`src/rtl/alu_sequencer.sv`:
```
// alu_sequencer
// Issuing side of a 16-bit ALU interface. It accepts one register-format
// instruction at a time over a valid/ready handshake. It reads both operands
// from an internal register file and presents them, with carry and opcode,
// to an external combinational ALU. It then captures the ALU result and the
// zero/negative flags, and writes the result back to the register file.
//
// Ports
//   clk, rst                      clock, synchronous active-high reset
//   instrValid/instrReady         instruction handshake
//   instrOp/Dst/SrcA/SrcB/C       instruction fields (op 3'b111 = NOP)
//   ldEn/ldAddr/ldData            register load port (honoured in IDLE only)
//   rdAddr/rdData                 combinational observation read port
//   aluA/aluB/aluC/aluOp          registered operands to the ALU
//   aluW/aluZero/aluNeg           ALU result and flags
//   flagZ/flagN                   sticky flags of last executed non-NOP
//   done                          one-cycle pulse while in WB
//
// state | meaning
// IDLE  | waiting; loads or accepts an instruction
// READ  | register file read into the ALU operand registers
// EXEC  | ALU settles; result and flags captured at end of cycle
// WB    | done pulses; result and flags committed at end of cycle
module alu_sequencer #(
   parameter int WIDTH = 16,
   parameter int NREG  = 8,
   parameter int AW    = 3
) (
   input  logic             clk,
   input  logic             rst,
   input  logic             instrValid,
   output logic             instrReady,
   input  logic [2:0]       instrOp,
   input  logic [AW-1:0]    instrDst,
   input  logic [AW-1:0]    instrSrcA,
   input  logic [AW-1:0]    instrSrcB,
   input  logic             instrC,
   input  logic             ldEn,
   input  logic [AW-1:0]    ldAddr,
   input  logic [WIDTH-1:0] ldData,
   input  logic [AW-1:0]    rdAddr,
   output logic [WIDTH-1:0] rdData,
   output logic [WIDTH-1:0] aluA,
   output logic [WIDTH-1:0] aluB,
   output logic             aluC,
   output logic [2:0]       aluOp,
   input  logic [WIDTH-1:0] aluW,
   input  logic             aluZero,
   input  logic             aluNeg,
   output logic             flagZ,
   output logic             flagN,
   output logic             done
);

   typedef enum logic [1:0] {IDLE, READ, EXEC, WB} state_t;

   localparam logic [2:0] OP_NOP = 3'b111;

   state_t           state;
   logic [WIDTH-1:0] regs [NREG];
   logic [2:0]       op_q;
   logic [AW-1:0]    dst_q;
   logic [AW-1:0]    srca_q;
   logic [AW-1:0]    srcb_q;
   logic             c_q;
   logic [WIDTH-1:0] res_q;
   logic             resz_q;
   logic             resn_q;

   // A load in IDLE takes priority over accepting an instruction.
   assign instrReady = (state == IDLE) && !ldEn;
   assign rdData     = regs[rdAddr];

   always_ff @(posedge clk) begin
      if (rst) begin
         state  <= IDLE;
         aluA   <= '0;
         aluB   <= '0;
         aluC   <= 1'b0;
         aluOp  <= '0;
         flagZ  <= 1'b0;
         flagN  <= 1'b0;
         done   <= 1'b0;
         op_q   <= '0;
         dst_q  <= '0;
         srca_q <= '0;
         srcb_q <= '0;
         c_q    <= 1'b0;
         res_q  <= '0;
         resz_q <= 1'b0;
         resn_q <= 1'b0;
         for (int i = 0; i < NREG; i++) regs[i] <= '0;
      end else begin
         done <= 1'b0;
         case (state)
            IDLE: begin
               if (ldEn) begin
                  regs[ldAddr] <= ldData;
               end else if (instrValid) begin
                  op_q   <= instrOp;
                  dst_q  <= instrDst;
                  srca_q <= instrSrcA;
                  srcb_q <= instrSrcB;
                  c_q    <= instrC;
                  state  <= READ;
               end
            end
            READ: begin
               aluA  <= regs[srca_q];
               aluB  <= regs[srcb_q];
               aluC  <= c_q;
               aluOp <= op_q;
               state <= EXEC;
            end
            EXEC: begin
               res_q  <= aluW;
               resz_q <= aluZero;
               resn_q <= aluNeg;
               done   <= 1'b1;
               state  <= WB;
            end
            WB: begin
               if (op_q != OP_NOP) begin
                  regs[dst_q] <= res_q;
                  flagZ       <= resz_q;
                  flagN       <= resn_q;
               end
               state <= IDLE;
            end
            default: state <= IDLE;
         endcase
      end
   end

endmodule

```
`config.mk`:
```
export PLATFORM = sky130hd
export DESIGN_NAME = alu_sequencer
export DESIGN_NICKNAME = d
export VERILOG_FILES = /design/src/rtl/alu_sequencer.sv
export SDC_FILE = /design/constraint.sdc
export NUM_CORES = 1
export LEC_CHECK = 0
export CAP_MARGIN = 20
export CORE_ASPECT_RATIO = 1.2
export CORE_UTILIZATION = 50
export CTS_CLUSTER_DIAMETER = 50
export DETAILED_ROUTE_END_ITERATION = 7
export GPL_ROUTABILITY_DRIVEN = 0
export HOLD_SLACK_MARGIN = 0.02
export PLACE_DENSITY = 0.72
export SYNTH_ARGS = -nofsm -noshare
export SYNTH_HDL_FRONTEND = slang
export SYNTH_SLANG_ARGS = --single-unit
```
`constraint.sdc`:
```
create_clock -name clk -period 2.55 [get_ports clk]
set_input_delay 0.3825 -clock clk [delete_from_list [all_inputs] [get_ports clk]]
set_output_delay 0.3825 -clock clk [all_outputs]
set_load 0.005 [all_outputs]
```
### After elaboration in Yosys (flattened, before gate mapping)

Memories as Yosys holds them, arrays and structs flattened. A register that Yosys moved wholly into a read port is not among the register bits.
Index checks and enable logic that the tools add are counted.
W data, S select, Z words.

| storage, ports and cells | value |
|---|---|
| bits of input ports | 57 |
| word-level logic and storage cells | 50 |
| bits in writable memories | 128 |
| flip-flop bits (word level) | 40 |
| output and inout port bits | 56 |
| memories | 1 |

Memories:

| name | depth | width | rd ports | clocked after memory_dff | wr ports | RTL line | RTL |
|---|---|---|---|---|---|---|---|
| regs | 8 | 16 | 3 | 2 | 8 | 60 | `logic [WIDTH-1:0] regs [NREG];` |

| cells by class | value |
|---|---|
| muxes and demuxes | 20 |
| bitwise gates (word level) | 1 |
| equal/unequal tests | 6 |
| reduce and logical (&&, ||, !) cells | 8 |

Operator list:

| operator | number |
|---|---|
| $mux W16 | 2 |
| $reduce_or A16 Y1 | 2 |
| $mux W1 | 13 |
| $pmux W2 S4 | 1 |
| $mux W3 | 2 |
| $eq A2 B2 Y1 const B | 2 |
| $mux W2 | 2 |
| $ne A2 B2 Y1 const B | 2 |
| $reduce_and A2 Y1 | 2 |
| $ne A3 B3 Y1 const B | 1 |
| $reduce_and A3 Y1 | 1 |
| $eq A2 B1 Y1 const B | 1 |
| $logic_not A2 Y1 | 1 |
| $logic_and A1 B1 Y1 | 1 |
| $logic_not A1 Y1 | 1 |
| $not A1 Y1 | 1 |

### Logic depth before layout (Yosys ltp)

Gate-level depths: netlist of run 1.

| logic depth | value |
|---|---|
| word-level depth | 7 |
| gate-level depth with buffers | 7 |
| gate-level depth less buffers | 5 |

### Least setup slack after synthesis of run 1

Ideal clock, no wire load.

| timing path | value |
|---|---|
| kind | flip-flop to flip-flop |
| start | register state[0] |
| end | memory regs[4][0] (enable) |
| setup time | 0.394 ns |
| required time | 2.156 ns |
| cell stages (with the launch flop) | 8 |
| data arrival time | 2.071 ns |
| buffers on the path | 3 |
| clock period less this slack | 2.466 ns |
| slack | 0.084 ns |
| cell sequence | dfxtp_1 inv_1 ha_1 buf_2 o2111ai_2 buf_2 buf_6 o211ai_1 |

RTL lines:

| item | RTL line | RTL |
|---|---|---|
| start: declaration | 59 | `state_t state;` |
| start signal: assignment | 76 | `state <= IDLE;` |
| start signal: assignment | 105 | `state <= READ;` |
| start signal: assignment | 113 | `state <= EXEC;` |
| end: declaration | 60 |  |

==> results_dict.tcl, run 1 <==
set metrics [dict create \
    status "finished, final reports clean" \
    start_kind "register" \
    post-route-min-period_ns 2.53 \
    p_clk_share_pct 26.5 \
    holdCritPathClass "in -> reg" \
    core-area_mm2 0.0217 \
    arrival_ns 2.15 \
    area_growth_pct 19.9 \
    startpoint "regs[3][9]" \
    synth_nets 858 \
    rows 59 \
    cts.path.max_buffers 2 \
    cts_buffers 17 \
    place_area_mm2 0.0125 \
    crit-reg2reg-launch "state[0]" \
    netlist_area_mm2 0.0110 \
    gr-total-overflow 0 \
    cpPeakStageDelay_ns 0.51 \
    grt_pass1_vias 7906 \
    crit_family "multiplexers" \
    gr-usage-all-layers_pct 28.4 \
    clk_pin_slew_worst_paths_ns 0.07 \
    drive_gt1_share_pct 23.2 \
    vias_per_cell 7.05 \
    cts_tree "done" \
    intPower_uw 6770 \
    fmax_ghz 0.395 \
    final_area_mm2 0.0132 \
    root_buffer "clkbuf_16" \
    post-place-cells 1142 \
    synth_area_per_cell_um2 13.9 \
    start_util_pct 50.9 \
    die_area_mm2 0.0227 \
    fillers 1709 \
    drtIter0Drc 1122 \
    finalSetupViolations 0 \
    port_buffers 112 \
    htreeDepth 4 \
    worstPathCellList "mux4_1, mux2_2, clkdlybuf4s50_1" \
    ys_types 36 \
    drtPass1Iterations 6 \
    final_antenna_net_count 0 \
    wire_per_inst_um 26.0 \
    insertion_delay_ns 0.44 \
    swShare_pct 30.7 \
    dieWidth_um 138 \
    vias 8447 \
    finalMaxSlewViolations 0 \
    p_seq_share_pct 43.3 \
    cts.sinks 200 \
    syn_inst 796 \
    grt_pass1_wl_um 47400 \
    finClkSkew_ns 0.00742 \
    stdcell_count 1199 \
    rsz0062_at_grt "false" \
    synth_flop_cell "edfxtp_1" \
    pin_count 113 \
    combPwrFrac_pct 30.2 \
    crit_type "reg -> out" \
    cp_num_buf_inv 1 \
    p_leak_uw 0.00425 \
    end_kind "output pin" \
    fin_nets 974 \
    utilization_pct 61.0 \
    max-slew-margin-rel_pct 54.1 \
    setup-tns-final_ns 0 \
    route.detailed.drc 0 \
    cap_violations 0 \
    ys_ff_latch 200 \
    worstPathMaxFanout 3 \
    chipHeight_um 165 \
    peakVddDrop_mv 0.532 \
    yosysWarningCount 0 \
    antenna_found_initial 0 \
    async_flop_share_pct 0 \
    worst_slew_pin_slew_ns 0.688 \
    antennaDiodeCount 0 \
    fin_crit_sh_pct 99.3 \
    synth_edf_count 128 \
    hold_slack_ns 0.267 \
    worstHoldStart "rst" \
    ys_seq_area_share_pct 47.8 \
    switchingPower_uw 2990 \
    required_ns 2.17 \
    routed_wl_um 31100 \
    grt_max_degree 65 \
    powerDensity_mw_per_mm2 737 \
    worst_path_max_delay_cell "mux4_1" \
    hold_viol_final 0 \
    dp_hpwl_um 20000 \
]
placed cells by master, fill, tap and decap left out, types with 2 or more instances in the layout:
cell type / n
buf_2: 2
dfxtp_2: 2
nor3b_2: 2
o2111ai_4: 2
nor2b_1: 2
clkbuf_1: 2
clkbuf_16: 17
ha_1: 4
buf_12: 8
nand3_1: 5
buf_4: 66
mux2i_1: 54
inv_1: 20
o211ai_1: 8
mux4_2: 81
dfxtp_1: 70
nor2_1: 54
clkdlybuf4s50_1: 108
a21oi_1: 16
o21ai_0: 2
o32ai_1: 128
a211oi_1: 33
nand4b_1: 4
edfxtp_1: 128
clkinv_4: 3
nand4_1: 4
nand2_1: 42
and3b_1: 2
nand3b_1: 3
mux4_1: 15
clkinvlp_4: 5
mux2_2: 16
per-layer routing:
layer / routed length, um / GRT usage, % / vias up
met4: 860 / 10.7 / 0
met2: 14500 / 43.4 / 667
li1: - / - / 3576
met5: 0 / 0 / -
met1: 12400 / 39.9 / 4133
met3: 3480 / 5.99 / 71
flip-flops by register name (all words and copies together) (netlist names), 2 cells and up:
signal	flops
srcb_q	3
res_q	16
aluOp	3
regs	128
dst_q	3
srca_q	3
state	2
aluA	16
aluB	16
op_q	3
synthesized netlist by cell type (4+ instances only):
| cell type | instances | area (um^2) |
|---|---|---|
| mux2_2 | 16 | 180 |
| o211ai_1 | 8 | 60.1 |
| nand2_1 | 42 | 158 |
| a21oi_1 | 16 | 80.1 |
| inv_1 | 20 | 75.1 |
| o32ai_1 | 128 | 1120 |
| nor2_1 | 54 | 203 |
| dfxtp_1 | 72 | 1440 |
| edfxtp_1 | 128 | 3840 |
| buf_2 | 28 | 140 |
| mux4_2 | 68 | 1530 |
| nand4_1 | 4 | 25.0 |
| a211oi_1 | 33 | 248 |
| clkbuf_1 | 33 | 124 |
| buf_1 | 10 | 37.5 |
| nand3_1 | 5 | 25.0 |
| mux4_1 | 28 | 736 |
| ha_1 | 5 | 62.6 |
| buf_6 | 16 | 180 |
| nand4b_1 | 4 | 35.0 |
| mux2i_1 | 54 | 541 |
per-stage QoR:
step	worst slack, ns	power, uW
after floorplan	0.0844	6010
after global placement	-0.304	7120
after detailed placement	-0.339	7170
after CTS	0.000288	9740
after global routing	0.000198	10200
final	0.0184	9760
worst paths after layout:
check | endpoint | slack [ns] | cells past startpoint
worst max-delay path | rdData[9] | 0.02 | 3
worst min register to register | c_q | 0.46 | 2
worst max register to register | regs[6][12] | 0.45 | 5
worst min-delay path | res_q[14] | 0.27 | 2
kinds of logic after synthesis:
family          count (synthesis)  share of synthesized area (%)
flops                         200                           47.8
buf+inv                       112                           5.32
simple gates                  122                           5.03
compound gates                191                           14.2
mux                           166                           27.0
fa+ha+maj                       5                          0.566
timing repair:
item,in CTS,in global routing
buffers inserted,0,23
hold buffers,0,0
endpoints found under the setup margin,16,12
cloned,2,0
gates resized for setup,7,14
cell type report:
cell class / instances / area (um^2) / share of cell area, %
inverters: 21 / 78.8 / 0.595
clock inverters: 13 / 123 / 0.926
clock buffers: 19 / 433 / 3.27
multi-input cells: 484 / 5150 / 38.9
repair buffers: 188 / 1830 / 13.8
well taps: 274 / 343 / 2.59
flip-flops and latches: 200 / 5290 / 39.9
power groups by stage:
stage	clock network [uW]	logic (uW)	registers (uW)
detailed placement	0	2880	4290
global placement	0	2840	4280
CTS	2610	2900	4220
global route	2740	3200	4280
floorplan	0	1820	4190
finish	2590	2950	4230
Power figures use the tool's default switching activity.
==> run 2, diff against run 1 <==
--- a/config.mk
+++ b/config.mk
@@ -5,6 +5,7 @@
 export SDC_FILE = /design/constraint.sdc
 export NUM_CORES = 1
 export LEC_CHECK = 0
+export ABC_AREA = 1
 export CAP_MARGIN = 20
 export CORE_ASPECT_RATIO = 1.2
 export CORE_UTILIZATION = 50
==> run 2 against run 1 <==
  * Cell count up 55%
  * Sequential cell count stayed put
  * Area after synthesis increased by 4.1%
  * Non-clock buffer count decreased by 31
  * Register-to-register slack worse by 0.03 ns
  * Setup slack improved by 0.16 ns
  * Die area grew 4.0%
==> results_dict.tcl, run 2 <==
set metrics [dict create \
    required_ns 2.17 \
    wire_per_inst_um 17.0 \
    area_growth_pct 17.9 \
    pin_count 113 \
    grt_max_degree 72 \
    synth.most_common_cell "nand2_1" \
    grt_pass1_wl_um 50900 \
    synth-compound-area-share_pct 13.5 \
    ys_ff_latch 200 \
    fin_crit_sh_pct 93.1 \
    total_power_uw 10400 \
    async_flop_share_pct 0 \
    switchingPower_uw 3620 \
    dieWidth_um 140 \
    hold_buffers 0 \
    start_kind "register" \
    cp_num_buf_inv 3 \
    largest_reg_flops 128 \
    vias 10400 \
    swShare_pct 34.8 \
    post-route-min-period_ns 2.37 \
    ys_top_cells_by_count "327 x nand2_1, 212 x nand3_1, 147 x inv_1, 132 x o21ai_0, 128 x edfxtp_1" \
    ys_types 30 \
    synth-simple-area-share_pct 30.6 \
    drtPass1Iterations 6 \
    holdCritPathClass "reg -> reg" \
    antenna_found_initial 0 \
    grt_pass1_vias 9240 \
    final_antenna_net_count 0 \
    synth_fa_ha_area_share_pct 0.544 \
    powerDensity_mw_per_mm2 767 \
    vias_per_cell 5.61 \
    finalSetupViolations 0 \
    insertion_delay_ns 0.45 \
    gr-usage-all-layers_pct 27.7 \
    dp_hpwl_um 22600 \
    p_clk_share_pct 25.9 \
    cpPeakStageDelay_ns 0.55 \
    fin_nets 1631 \
    max-slew-margin-rel_pct 52.5 \
    synth_edf_count 128 \
    synth_nets 1560 \
    rows 60 \
    arrival_ns 1.99 \
    yosysWarningCount 0 \
    route.detailed.drc 0 \
    finalMaxSlewViolations 0 \
    intPower_uw 6780 \
    gr-total-overflow 0 \
    layout_commonest_cell "nand2_1" \
    setup-tns-final_ns 0 \
    die_area_mm2 0.0236 \
    fmax_ghz 0.421 \
    worstPathMaxFanout 5 \
    synthTopCellsByArea "edfxtp_1 33%, dfxtp_1 13%, nand2_1 11%, nand3_1 9.2%, o21ai_0 5.7%" \
    synth.mux.area_fraction_pct 0 \
    drtIter0Drc 1528 \
    synth_xor_xnor_area_share_pct 0 \
    root_buffer "clkbuf_16" \
    stdcell_count 1861 \
    netlist_area_mm2 0.0115 \
    htreeDepth 4 \
    worstPathCellList "inv_1, ha_1, inv_1, nor2_2, clkdlybuf4s50_1" \
    layout_common_cells "327 x nand2_1, 212 x nand3_1, 147 x inv_1, 132 x o21ai_0, 128 x edfxtp_1" \
    combPwrFrac_pct 33.2 \
    ys_seq_area_share_pct 46.0 \
    crit_type "reg -> out" \
    finClkSkew_ns 0.0158 \
    start_util_pct 51.1 \
    rsz0062_at_grt "false" \
    crit_family "buffers and inverters" \
    drive_gt1_share_pct 13.0 \
    worst_slew_pin_slew_ns 0.711 \
    status "finished, final reports clean" \
    yosysTopAreaCellShare_pct 33.4 \
    syn_inst 1498 \
    p_leak_uw 0.00583 \
    synth_area_per_cell_um2 7.68 \
    synth_top_area_cell "edfxtp_1" \
    cts_tree "done" \
    chipHeight_um 168 \
    clk_pin_slew_worst_paths_ns 0.08 \
    hold_viol_final 0 \
    synth_top_family_by_area "simple AND/OR/NAND/NOR gates" \
    worst_path_max_delay_cell "clkdlybuf4s50_1" \
    routed_wl_um 31700 \
    peakVddDrop_mv 0.537 \
    cts_buffers 17 \
    end_kind "output pin" \
    cap_violations 0 \
    p_seq_share_pct 40.8 \
    post-place-cells 1829 \
    antennaDiodeCount 0 \
    regMostFlops "regs" \
    port_buffers 112 \
    synth_flop_cell "edfxtp_1" \
    core-area_mm2 0.0225 \
    cp_common_cell "inv_1" \
    cts.path.max_buffers 2 \
    cts.sinks 200 \
]
[run 2: cell count changes after synthesis, sizes merged, moves of 126 or more]
cell	before	now
inv	21	150
nand2	42	342
nand3	5	214
nor2	54	180
o21ai	2	148
o32ai	128	0
[run 2: area by class of cell]
cell class                      instances  area, um^2
Clock buffer                           17         425
Tap cell                              279         349
Sequential cell                       200        5290
Multi-Input combinational cell       1040        5140
Clock inverter                         15         161
Timing Repair Buffer                  157        1620
Fill cell                            1985        8970
Inverter                              153         577
[run 2: power groups by stage]
stage	clock network, uW	registers [uW]	logic (uW)
finish	2700	4240	3460
global route	2850	4300	3820
CTS	2740	4240	3430
detailed placement	0	4310	3410
global placement	0	4300	3350
floorplan	0	4270	2050
[run 2: cell families after synthesis]
kind of cell | count (synthesis)
simple gates | 758
compound gates | 277
buf+inv | 258
flops | 200
fa+ha+maj | 5
[run 2: tightest hold or removal path, cell delays in order, from the launching register on]
cell and delay, ns:
dfxtp_1 0.32, nand2_1 0.06, a21oi_1 0.05
[run 2: what timing repair did]
| action | 4_1_cts | 5_1_grt |
|---|---|---|
| resized for setup | 1 | 1 |
| gates cloned | 0 | 0 |
| endpoints found under the setup margin | 4 | 1 |
| setup buffers | 0 | 0 |
[run 2: worst paths after layout]
kind                               start     endpoint  slack [ns]  depth (start not counted)
worst min-delay path                 c_q          c_q        0.47                          2
worst min register to register       c_q          c_q        0.47                          2
worst max register to register  state[0]  regs[1][11]        0.42                          8
worst max-delay path            state[1]   instrReady        0.18                          5
[run 2: metal layers]
metal  track usage, %  part of all wire (%)  vias to the layer above
met3             4.32                    10                       46
met2             40.5                    44                      615
li1                 -                     -                     5048
met4             8.22                   1.8                        0
met1             42.1                    44                     4733
met5                0                     0                        -
[run 2: stage by stage]
step / instance area (um^2) / hold slack (ns) / utilization [%] / setup slack (ns)
2_1_floorplan: 11500 / 0.435 / - / 0.415
3_5_place_dp: 13000 / 0.467 / 57.6 / -0.0342
5_1_grt: 13600 / 0.489 / 60.2 / 0.0522
6_report: 13600 / 0.475 / 60.2 / 0.177
3_3_place_gp: 13000 / 0.454 / 57.6 / -0.0225
4_1_cts: 13600 / 0.479 / 60.2 / 0.0505
